<file path="src/rtl/sort_sequencer.sv">
// sort_sequencer: host-side controller for the 8-entry selection-sort circuit.
// Loads 8 bytes from a valid/ready input stream into the sorter memory, pulses
// the sorter start, waits out the ready handshake (with a watchdog), then reads
// the sorted bytes back and emits them as a valid/ready output stream.
//
// Ports:
//   clk, nrst                 clock, asynchronous active-low reset (shared with sorter)
//   in_valid/in_ready/in_data host input byte stream
//   out_valid/out_ready/out_data sorted output byte stream
//   busy                      job in progress (bytes loaded or not in LOAD)
//   done                      one-cycle pulse on the final output handshake
//   err                       sticky watchdog timeout flag (cleared by nrst only)
//   sort_cycles               wait-cycle count of the last completed sort
//   s_start/s_wr/s_addr/s_datain  drive the sorter
//   s_dataout/s_ready         from the sorter (s_ready is registered there)
module sort_sequencer #(
  parameter int DW      = 8,
  parameter int AW      = 3,
  parameter int CW      = 8,
  parameter int TIMEOUT = 200
) (
  input  logic          clk,
  input  logic          nrst,
  input  logic          in_valid,
  output logic          in_ready,
  input  logic [DW-1:0] in_data,
  output logic          out_valid,
  input  logic          out_ready,
  output logic [DW-1:0] out_data,
  output logic          busy,
  output logic          done,
  output logic          err,
  output logic [CW-1:0] sort_cycles,
  output logic          s_start,
  output logic          s_wr,
  output logic [AW-1:0] s_addr,
  output logic [DW-1:0] s_datain,
  input  logic [DW-1:0] s_dataout,
  input  logic          s_ready
);

  typedef enum logic [2:0] {
    LOAD, START, WAIT_BUSY, WAIT_DONE, RD_ISSUE, RD_CAP, RD_HOLD
  } state_t;

  localparam logic [AW-1:0] LAST = '1;

  state_t        state, state_nxt;
  logic [AW-1:0] cnt, cnt_nxt;
  logic [AW-1:0] k, k_nxt;
  logic [CW-1:0] cyc, cyc_nxt, cyc_inc;
  logic [CW-1:0] sort_cycles_nxt;
  logic [DW-1:0] out_data_nxt;
  logic          out_valid_nxt;
  logic          err_nxt;
  logic          tmo;

  // Saturating wait-cycle counter; the watchdog fires on the cycle whose
  // increment would reach TIMEOUT.
  assign cyc_inc = (cyc == '1) ? cyc : cyc + 1'b1;
  assign tmo     = (int'(cyc) + 1) >= TIMEOUT;
  assign busy    = (cnt != '0) || (state != LOAD);

  always_ff @(posedge clk or negedge nrst) begin
    if (!nrst) begin
      state       <= LOAD;
      cnt         <= '0;
      k           <= '0;
      cyc         <= '0;
      sort_cycles <= '0;
      out_valid   <= 1'b0;
      out_data    <= '0;
      err         <= 1'b0;
    end else begin
      state       <= state_nxt;
      cnt         <= cnt_nxt;
      k           <= k_nxt;
      cyc         <= cyc_nxt;
      sort_cycles <= sort_cycles_nxt;
      out_valid   <= out_valid_nxt;
      out_data    <= out_data_nxt;
      err         <= err_nxt;
    end
  end

  always_comb begin
    state_nxt       = state;
    cnt_nxt         = cnt;
    k_nxt           = k;
    cyc_nxt         = cyc;
    sort_cycles_nxt = sort_cycles;
    out_valid_nxt   = out_valid;
    out_data_nxt    = out_data;
    err_nxt         = err;
    in_ready        = 1'b0;
    s_start         = 1'b0;
    s_wr            = 1'b0;
    s_addr          = '0;
    s_datain        = '0;
    done            = 1'b0;

    case (state)
      LOAD: begin
        in_ready = s_ready;
        if (in_valid && s_ready) begin
          s_wr     = 1'b1;
          s_addr   = cnt;
          s_datain = in_data;
          cnt_nxt  = cnt + 1'b1;
          if (cnt == LAST) state_nxt = START;
        end
      end
      START: begin
        s_start   = 1'b1;
        cyc_nxt   = '0;
        state_nxt = WAIT_BUSY;
      end
      // s_ready is still high from before the start edge on the first cycle
      // here, so only its falling edge moves us on.
      WAIT_BUSY: begin
        cyc_nxt = cyc_inc;
        if (tmo) begin
          err_nxt   = 1'b1;
          cnt_nxt   = '0;
          state_nxt = LOAD;
        end else if (!s_ready) begin
          state_nxt = WAIT_DONE;
        end
      end
      WAIT_DONE: begin
        if (s_ready) begin
          sort_cycles_nxt = cyc;
          k_nxt           = '0;
          state_nxt       = RD_ISSUE;
        end else begin
          cyc_nxt = cyc_inc;
          if (tmo) begin
            err_nxt   = 1'b1;
            cnt_nxt   = '0;
            state_nxt = LOAD;
          end
        end
      end
      RD_ISSUE: begin
        s_addr    = k;
        state_nxt = RD_CAP;
      end
      RD_CAP: begin
        s_addr        = k;
        out_data_nxt  = s_dataout;
        out_valid_nxt = 1'b1;
        state_nxt     = RD_HOLD;
      end
      RD_HOLD: begin
        s_addr = k;
        if (out_ready) begin
          out_valid_nxt = 1'b0;
          if (k == LAST) begin
            done      = 1'b1;
            cnt_nxt   = '0;
            state_nxt = LOAD;
          end else begin
            k_nxt     = k + 1'b1;
            state_nxt = RD_ISSUE;
          end
        end
      end
      default: state_nxt = LOAD;
    endcase
  end

endmodule

</file>
<file path="config.mk">
export PLATFORM = sky130hd
export DESIGN_NAME = sort_sequencer
export DESIGN_NICKNAME = d
export VERILOG_FILES = /design/src/rtl/sort_sequencer.sv
export SDC_FILE = /design/constraint.sdc
export NUM_CORES = 1
export LEC_CHECK = 0
export ABC_AREA = 0
export BUFFER_PORTS_ARGS = -buffer_cell sky130_fd_sc_hd__buf_2
export CORE_MARGIN = 2
export CORE_UTILIZATION = 51
export CTS_CLUSTER_DIAMETER = 100
export DETAILED_ROUTE_END_ITERATION = 10
export PLACE_DENSITY = 0.79
export RECOVER_POWER = 50
export SLEW_MARGIN = 10
export SYNTH_ARGS = -nofsm -noshare
export SYNTH_HDL_FRONTEND = slang
export SYNTH_SLANG_ARGS = --single-unit
export TNS_END_PERCENT = 20
</file>
<file path="constraint.sdc">
create_clock -name clk -period 2.5 [get_ports clk]
set_input_delay 0.5 -clock clk [delete_from_list [all_inputs] [get_ports clk]]
set_output_delay 0.5 -clock clk [all_outputs]
set_load 0.1 [all_outputs]
</file>
Word level (Yosys, flattened, before mapping)
Index checks and enable logic that the tools add are counted.

$add $sub $neg: 4. Order comparisons: 1. Equality and inequality tests: 18. Mux-type cells: 38. Reduce and logical (&&, ||, !) cells: 18.

Operator list (number): two-way mux 3 bit (17); two-way mux 8 bit (4); case mux 8 bit (3 select lines) (1); case mux 3 bit (7 select lines) (1); == test 3 bit (second input constant) (5); != test 2 bit (second input constant) (7); case mux 3 bit (2 select lines) (2); case mux 3 bit (4 select lines) (1); two-way mux 1 bit (10); AND reduction 5 bit (2); adder 8 x 1 -> 9 bit (second input constant) (1); greater-or-equal comparator 9 x 8 -> 1 bit (second input constant) (1); nonzero test 3 bit (3); adder 8 x 1 -> 8 bit (second input constant) (1); == test 8 bit (second input constant) (1); AND reduction 2 bit (4); adder 3 x 1 -> 3 bit (second input constant) (2); == test 3 x 2 -> 1 bit (second input constant) (2); != test 3 bit (second input constant) (2); nonzero test 2 bit (3); case mux 1 bit (2 select lines) (2); AND reduction 4 bit (1); nonzero test 4 bit (1); == test 3 x 1 -> 1 bit (second input constant) (1); other kinds (4) (4).

Bits in registers: 35. Input port bits: 21. Output and inout port bits: 34. Word-level logic and storage cells: 87.

Longest topological paths before layout
Gate-level depths: netlist of run 1.

Depth after elaboration: 5. Gate-level depth with buffers: 6. Mapped depth without buffers: 6.

Worst setup path before layout of run 1
Ideal clock, no wire load.

Path kind: register -> output. Start point: reg state[2]. End point: out s_addr[2]. Arrival: 2.916 ns. Data required time: 2.000 ns. Path slack: -0.916 ns. Stages on the path, launching flop included: 6. Buffers on the path: 2. Cells stage by stage: dfrtp_1 -> nor3_1 -> and3_1 -> clkbuf_1 -> clkbuf_1 -> a22o_1.

Word-level cells in the longest chain between the ends: 3. Elaborated cells on any way between the ends: 6. Classes of those cells: eq/ne (3); mux (1); reduce/logical (2).

Ends and longest elaborated chain: from (decl) (line 48) `state_t state, state_nxt;`; from (signal assigned) (line 75) `state <= state_nxt;`; == test 3 bit (line 102) `case (state)`; OR reduction 3 bit (no source line); case mux 3 bit (2 select lines) (*) (line 102); to (decl) (line 36) `output logic [AW-1:0] s_addr,`.

Mark *: on every way between the ends. The rest lies on a longest branch, timed or not.

Worst setup path after layout of run 1
Start point: reg state[2]. End point: out s_addr[0].

The elaborated chain is that of the path after synthesis.

==> metrics.csv, run 1 <==
stage,metric,value,unit
run_status,status,"complete, but fails checks",
run_status,violations,"capacitance limit, slew limit",
synthesis,syn-cell-area,1850,µm²
setup_path,r2r-start,cyc[0],
pwr,power_frac_clock,11.6,%
timing,worstMarginPinSlew,1820,ps
floorplanning,io_pins,55,
global_route,grt_max_degree,36,
synthesis,synth-edff-count,0,
floorplanning,row_count,21,
final_layout,antenna_cells_inserted,0,
setup_path,startpoint,state[2],
cts,clk_latency,340,ps
pwr,internal-power,1.34,mW
synthesis,ys_seq_elements,35,
synthesis,synth_cell_types,41,
floorplanning,die_area,4120,µm²
timing,max_slew_margin,-21.3,%
min_path,min_from,s_dataout[4],
pwr,power_switching,1.69,mW
global_route,grt_usage,21.2,%
pwr,seq_power_share,27.0,%
setup_path,cp.arrival,1830,ps
detailed_routing,drtIter0Drc,57,
floorplanning,dieWidth,64.2,µm
synthesis,yosysMostFrequentCell,dfrtp_1,
synthesis,yosysTopAreaCell,dfrtp_1,
synthesis,ys_warn_count,0,
timing,period_share,93.3,%
final_layout,fin_cells,279,
floorplanning,die_h,64.2,µm
timing,grt_setup_unrepaired,no,
placement,place_congestion,0.853,
detailed_routing,dr.pass1.iters,4,
placement,placed_area,2340,µm²
setup_path,cp_max_fo,15,
detailed_routing,drc,0,
timing,fin_skew,5.40,ps
synthesis,synth_top_area_share,47.4,%
setup_path,cp.required,2000,ps
final_layout,design_area,2410,µm²
detailed_routing,vias,1583,
min_path,hold_class,input pin to flip-flop,
cts,cts_setup_buffers,0,
floorplanning,core,3420,µm²
placement,io_buffers,54,
synthesis,synth_seq_area_share,47.4,%
global_route,antenna_found_initial,0,
pwr,p_sw_share,55.8,%
detailed_routing,drt-wirelength-per-cell,14.4,µm
final_layout,drive_gt1_share,39.5,%
synthesis,synth_area_leaders,"dfrtp_1 (47%), mux2_2 (11%), ha_1 (4.1%), and2_1 (3.4%), a22o_1 (3.3%)",
global_route,overflow,0,
cts,cts_buffers,5,
placement,dp_hpwl,2990,µm
cts,cts.clk_slew.worst_paths,100,ps
timing,period_needed,2330,ps
final_layout,areaGrowthSynthToFinish,30.3,%
synthesis,synth_ff_type,dfrtp_1,
setup_path,crit_path_end_kind,output pin,
timing,clock.fmax,0.429,GHz
setup_path,critPathKind,flip-flop to output pin,
synthesis,synthArstFlopShare,100,%
cts,hold_buffers,0,
detailed_routing,via_per_inst,5.67,
synthesis,syn_inst,175,
pwr,peakVddDrop,0.00111,V
synthesis,syn_avg_cell_area,10.6,µm²
timing,fin_tns_setup,0,ps
final_layout,nets,259,
synthesis,synthTopCellsByCount,"dfrtp_1 (35), mux2_2 (18), nand2_1 (13), nor2_1 (12), o21ai_0 (12)",
pwr,power_density,1260,nW/µm²
timing,slew_viol_final,36,
floorplanning,start_util,54.1,%
cts,cts-root-buf,clkbuf_4,
detailed_routing,drt_wl_total,4010,µm
cts,cts_buffer_depth,2,
pwr,p_comb_share,61.4,%
cts,cts.htree.levels,2,
timing,setup_viol,0,
placement,placed_cells,271,
pwr,cellLeakagePower,1.16,nW
job,drv_cap,1,
cts,post_cts_resize_count,1,
setup_path,startpoint_type,flip-flop,
timing,finalHoldViolCount,0,
synthesis,synth_nets,202,
cts,clock_sinks,35,
detailed_routing,ant_nets,0,
cts,cts_tree,yes,
final_layout,fill_cells,260,
global_route,grt_pass1_wl,6740,µm
global_route,first_global_vias,1506,
==> path summary, 6_finish.rpt <==
kind,endpoint,slack [ps],depth (start not counted)
worst max-delay path,s_addr[0],170,4
worst min-delay path,out_data[4],380,2
worst max register to register,cyc[7],500,6
worst min register to register,err,480,1
max in group asynchronous,k[2],820,1
min in group asynchronous,sort_cycles[2],630,1
==> layout by cell type (no fill, tap or decap), drive strengths merged, types with 6 or more instances in the layout <==
| cell | instances |
|---|---|
| clkbuf | 9 |
| dfrtp | 35 |
| nor2 | 12 |
| buf | 56 |
| and2 | 10 |
| nand2 | 13 |
| nand3 | 6 |
| o21ai | 13 |
| mux2 | 18 |
| a22o | 7 |
| ha | 6 |
==> layout make-up <==
| cell class | instances | area (µm²) | area share, % |
|---|---|---|---|
| well taps | 46 | 57.6 | 2.39 |
| inverters | 4 | 15.0 | 0.624 |
| clock inverters | 1 | 7.51 | 0.312 |
| repair buffers | 58 | 475 | 19.8 |
| flip-flops and latches | 35 | 876 | 36.4 |
| multi-input cells | 128 | 911 | 37.8 |
| clock buffers | 7 | 65.1 | 2.70 |
==> sequential cells by signal, indices dropped and copies added, names as in the netlist <==
| register | count |
|---|---|
| sort_cycles | 8 |
| k | 3 |
| cyc | 8 |
| state | 3 |
| out_data | 8 |
| err | 1 |
| out_valid | 1 |
| cnt | 3 |
==> through the flow <==
step           hold WS (ps)  setup slack, ps  power (mW)  util [%]
2_1_floorplan           204             -414        2.30         -
3_3_place_gp            461              451        2.66      68.5
3_5_place_dp            458              363        2.68      68.5
4_1_cts                 229              131        3.04      70.6
5_1_grt                 360             25.4        3.19      70.5
6_report                384              166        3.03      70.5
==> logic make-up (layout without fill, tap and decap cells) <==
logic type                 after synthesis  in the layout  synth area share (%)
buffers and inverters                   12             70                  3.79
adders and majority gates                6              6                  4.06
DFF                                     35             35                  47.4
muxes                                   19             19                  11.5
and+or+nand+nor                         61             61                  17.6
AOI/OAI and AO/OA                       42             42                  15.6
==> critical path, cell delays in order (launching register included) <==
cell     delay (ps)
dfrtp_1         390
nor3_1          280
and3_2          400
a22o_1          240
buf_12          180
==> layer usage <==
layer  global-route usage, %  routed length (µm)  vias up
met4                    9.84                  76        0
met3                    7.39                 351        8
met2                    32.4                1890       70
met1                    27.0                1700      751
met5                       0                   0        -
li1                        -                   -      754
==> power groups by stage <==
stage          combinational (mW)  sequential, mW  clock [mW]
6_report                     1.86           0.818       0.351
4_1_cts                      1.86           0.817       0.363
3_5_place_dp                 1.86           0.827           0
5_1_grt                      1.96           0.835       0.394
2_1_floorplan               0.836            1.47           0
3_3_place_gp                 1.83           0.824           0
Note: power is estimated with default switching activity, not from simulation.
==> run 2: changes to the inputs <==
MAX_ROUTING_LAYER = met4   (was default)
REMOVE_ABC_BUFFERS = 1   (was default)
==> run 2 against run 1 <==
The run still ends with capacitance limit, slew limit left; via count decreased by 2.0%; clock-buffer cell count is 1 higher; fmax decreased by 0.74%; flip-flop and latch count did not move; global-route usage increased by 0.70 points; critical path type unchanged; largest power group unchanged; combinational power barely moved; critical path depth unchanged; non-clock buffer count did not move; setup slack worse by 17 ps.
==> metrics.csv, run 2 (synthesized netlist as in run 1, its figures left out) <==
stage,metric,value,unit,change
cts,cts.htree.levels,2,,unchanged
floorplanning,dieWidth,64.2,µm,unchanged
setup_path,cp.arrival,1850,ps,was 1830 ps
final_layout,regArea,876,µm²,unchanged
floorplanning,start_util,54.1,%,unchanged
cts,cts_tree,yes,,unchanged
final_layout,multi_input_area,903,µm²,was 911 µm²
cts,cts_buffer_depth,2,,unchanged
global_route,first_global_vias,1580,,was 1506
pwr,total_power,3.02,mW,was 3.03 mW
placement,dp_hpwl,3070,µm,was 2990 µm
setup_path,slowest_stage,dfrtp_1,,was and3_2
setup_path,path_cells,nor3_1 > and3_2 > and2_1 > buf_12,,was nor3_1 > and3_2 > a22o_1 > buf_12
timing,grt_setup_unrepaired,no,,unchanged
timing,max_slew_margin,-20.9,%,was -21.3%
timing,holdWs,390,ps,was 384 ps
final_layout,areaGrowthSynthToFinish,29.7,%,was 30.3%
run_status,status,"complete, but fails checks",,unchanged
setup_path,rr_worst_depth,6,,unchanged
floorplanning,io_pins,55,,unchanged
final_layout,final_cell_mix,"buf_2 (41), dfrtp_1 (35), mux2_2 (18)",,unchanged
final_layout,antenna_cells_inserted,0,,unchanged
final_layout,design_area,2400,µm²,was 2410 µm²
pwr,peakVddDrop,0.00140,V,was 0.00111 V
floorplanning,core,3420,µm²,unchanged
final_layout,fin_util,70.1,%,was 70.5%
cts,cts-root-buf,clkbuf_4,,unchanged
detailed_routing,drt-wirelength-per-cell,14.5,µm,was 14.4 µm
detailed_routing,via_per_inst,5.56,,was 5.67
setup_path,crit_path_end_kind,output pin,,unchanged
final_layout,drive_gt1_share,37.8,%,was 39.5%
placement,placed_area,2330,µm²,was 2340 µm²
timing,finalHoldViolCount,0,,unchanged
placement,place_congestion,0.899,,was 0.853
detailed_routing,drtIter0Drc,81,,was 57
setup_path,path_delay_family,simple AND/OR/NAND/NOR gates,,unchanged
min_path,hold_depth,2,,unchanged
timing,period_share,94.0,%,was 93.3%
final_layout,fill_cells,275,,was 260
min_path,hold_class,input pin to flip-flop,,unchanged
floorplanning,row_count,21,,unchanged
detailed_routing,drt_wl_total,4030,µm,was 4010 µm
setup_path,critPathKind,flip-flop to output pin,,unchanged
pwr,power_density,1260,nW/µm²,about the same
final_layout,nets,259,,unchanged
global_route,grt_usage,21.9,%,was 21.2%
timing,clock.fmax,0.425,GHz,was 0.429 GHz
global_route,grt_pass1_wl,6930,µm,was 6740 µm
setup_path,cp_max_fo,15,,unchanged
timing,period_needed,2350,ps,was 2330 ps
cts,cts_buffers,5,,unchanged
setup_path,startpoint_type,flip-flop,,unchanged
pwr,cellLeakagePower,1.16,nW,about the same
detailed_routing,drc,0,,unchanged
floorplanning,die_area,4120,µm²,unchanged
cts,cts.clk_slew.worst_paths,100,ps,about the same
global_route,overflow,0,,unchanged
timing,slew_viol_final,36,,unchanged
final_layout,top_regs,"cyc (8), out_data (8), sort_cycles (8)",,unchanged
global_route,antenna_found_initial,0,,unchanged
detailed_routing,ant_nets,0,,unchanged
detailed_routing,vias,1552,,was 1583
run_status,violations,"capacitance limit, slew limit",,unchanged
placement,io_buffers,54,,unchanged
setup_path,cp_slowest_stage_delay,400,ps,about the same
timing,fin_skew,4.56,ps,was 5.40 ps
setup_path,cp_num_buf_inv,1,,unchanged
final_layout,layout_commonest_cell,buf_2,,unchanged
setup_path,worst-path-stages,4,,unchanged
setup_path,cp.required,2000,ps,about the same
detailed_routing,dr.pass1.iters,4,,unchanged
global_route,grt_max_degree,36,,unchanged
cts,clock_sinks,35,,unchanged
cts,clk_latency,330,ps,was 340 ps
timing,worstMarginPinSlew,1810,ps,was 1820 ps
job,drv_cap,1,,unchanged
timing,setup_viol,0,,unchanged
floorplanning,die_h,64.2,µm,unchanged
run 2: changes by cell type in the layout (fill, tap and decap cells not counted), sizes merged:
| cell | previous run | this run |
|---|---|---|
| clkbuf | 9 | 10 |
| clkinvlp | 1 | 0 |
run 2: worst paths after layout:
path | from | slack [ps] | end
max reg2reg | cyc[0] | 500 | cyc[3]
min reg2reg | err | 500 | err
max | state[2] | 150 | s_datain[0]
max in group asynchronous | nrst | 830 | out_data[2]
min in group asynchronous | nrst | 640 | sort_cycles[1]
min | s_dataout[1] | 390 | out_data[1]
run 2: layout make-up:
cell class	instances	area share, %
Clock buffer	8	2.87
Sequential cell	35	36.6
Tap cell	46	2.40
Inverter	4	0.627
Timing Repair Buffer	58	19.8
Multi-Input combinational cell	128	37.7
run 2: per-stage QoR:
step / worst slack [ps] / std cells / TNS (ps)
after global routing: 25.6 / 279 / 0
final: 149 / 279 / 0
after global placement: 444 / 271 / 0
after CTS: 8.76 / 279 / 0
after detailed placement: 388 / 271 / 0
after floorplan: -795 / 167 / -11380
run 2: worst reg2reg max path, delay by kind of cell (launching register included):
family / cells / cell delay [ps]
AOI/OAI and AO/OA: 4 / 1000
adders and majority gates: 1 / 300
and+or+nand+nor: 1 / 150
DFF: 1 / 440
run 2: layer usage:
| layer | up-vias | share of wire, % | GRT usage [%] |
|---|---|---|---|
| li1 | 750 | - | - |
| met1 | 735 | 46 | 27.0 |
| met2 | 61 | 46 | 34.8 |
| met3 | 6 | 7.1 | 6.87 |
| met4 | 0 | 1.1 | 6.65 |
| met5 | - | 0 | - |
run 2: where the power goes:
part | switching, mW | leakage, nW | internal, mW
logic | 1.40 | 0.657 | 0.458
registers | 0.101 | 0.460 | 0.717
clock network | 0.180 | 0.0386 | 0.165
total | 1.68 | 1.16 | 1.34
run 2: repair_timing:
item,CTS,global route
resized for setup,0,1
hold buffers,0,0
hold endpoints to repair,0,0
endpoints found under the setup margin,0,11
buffers inserted,0,0
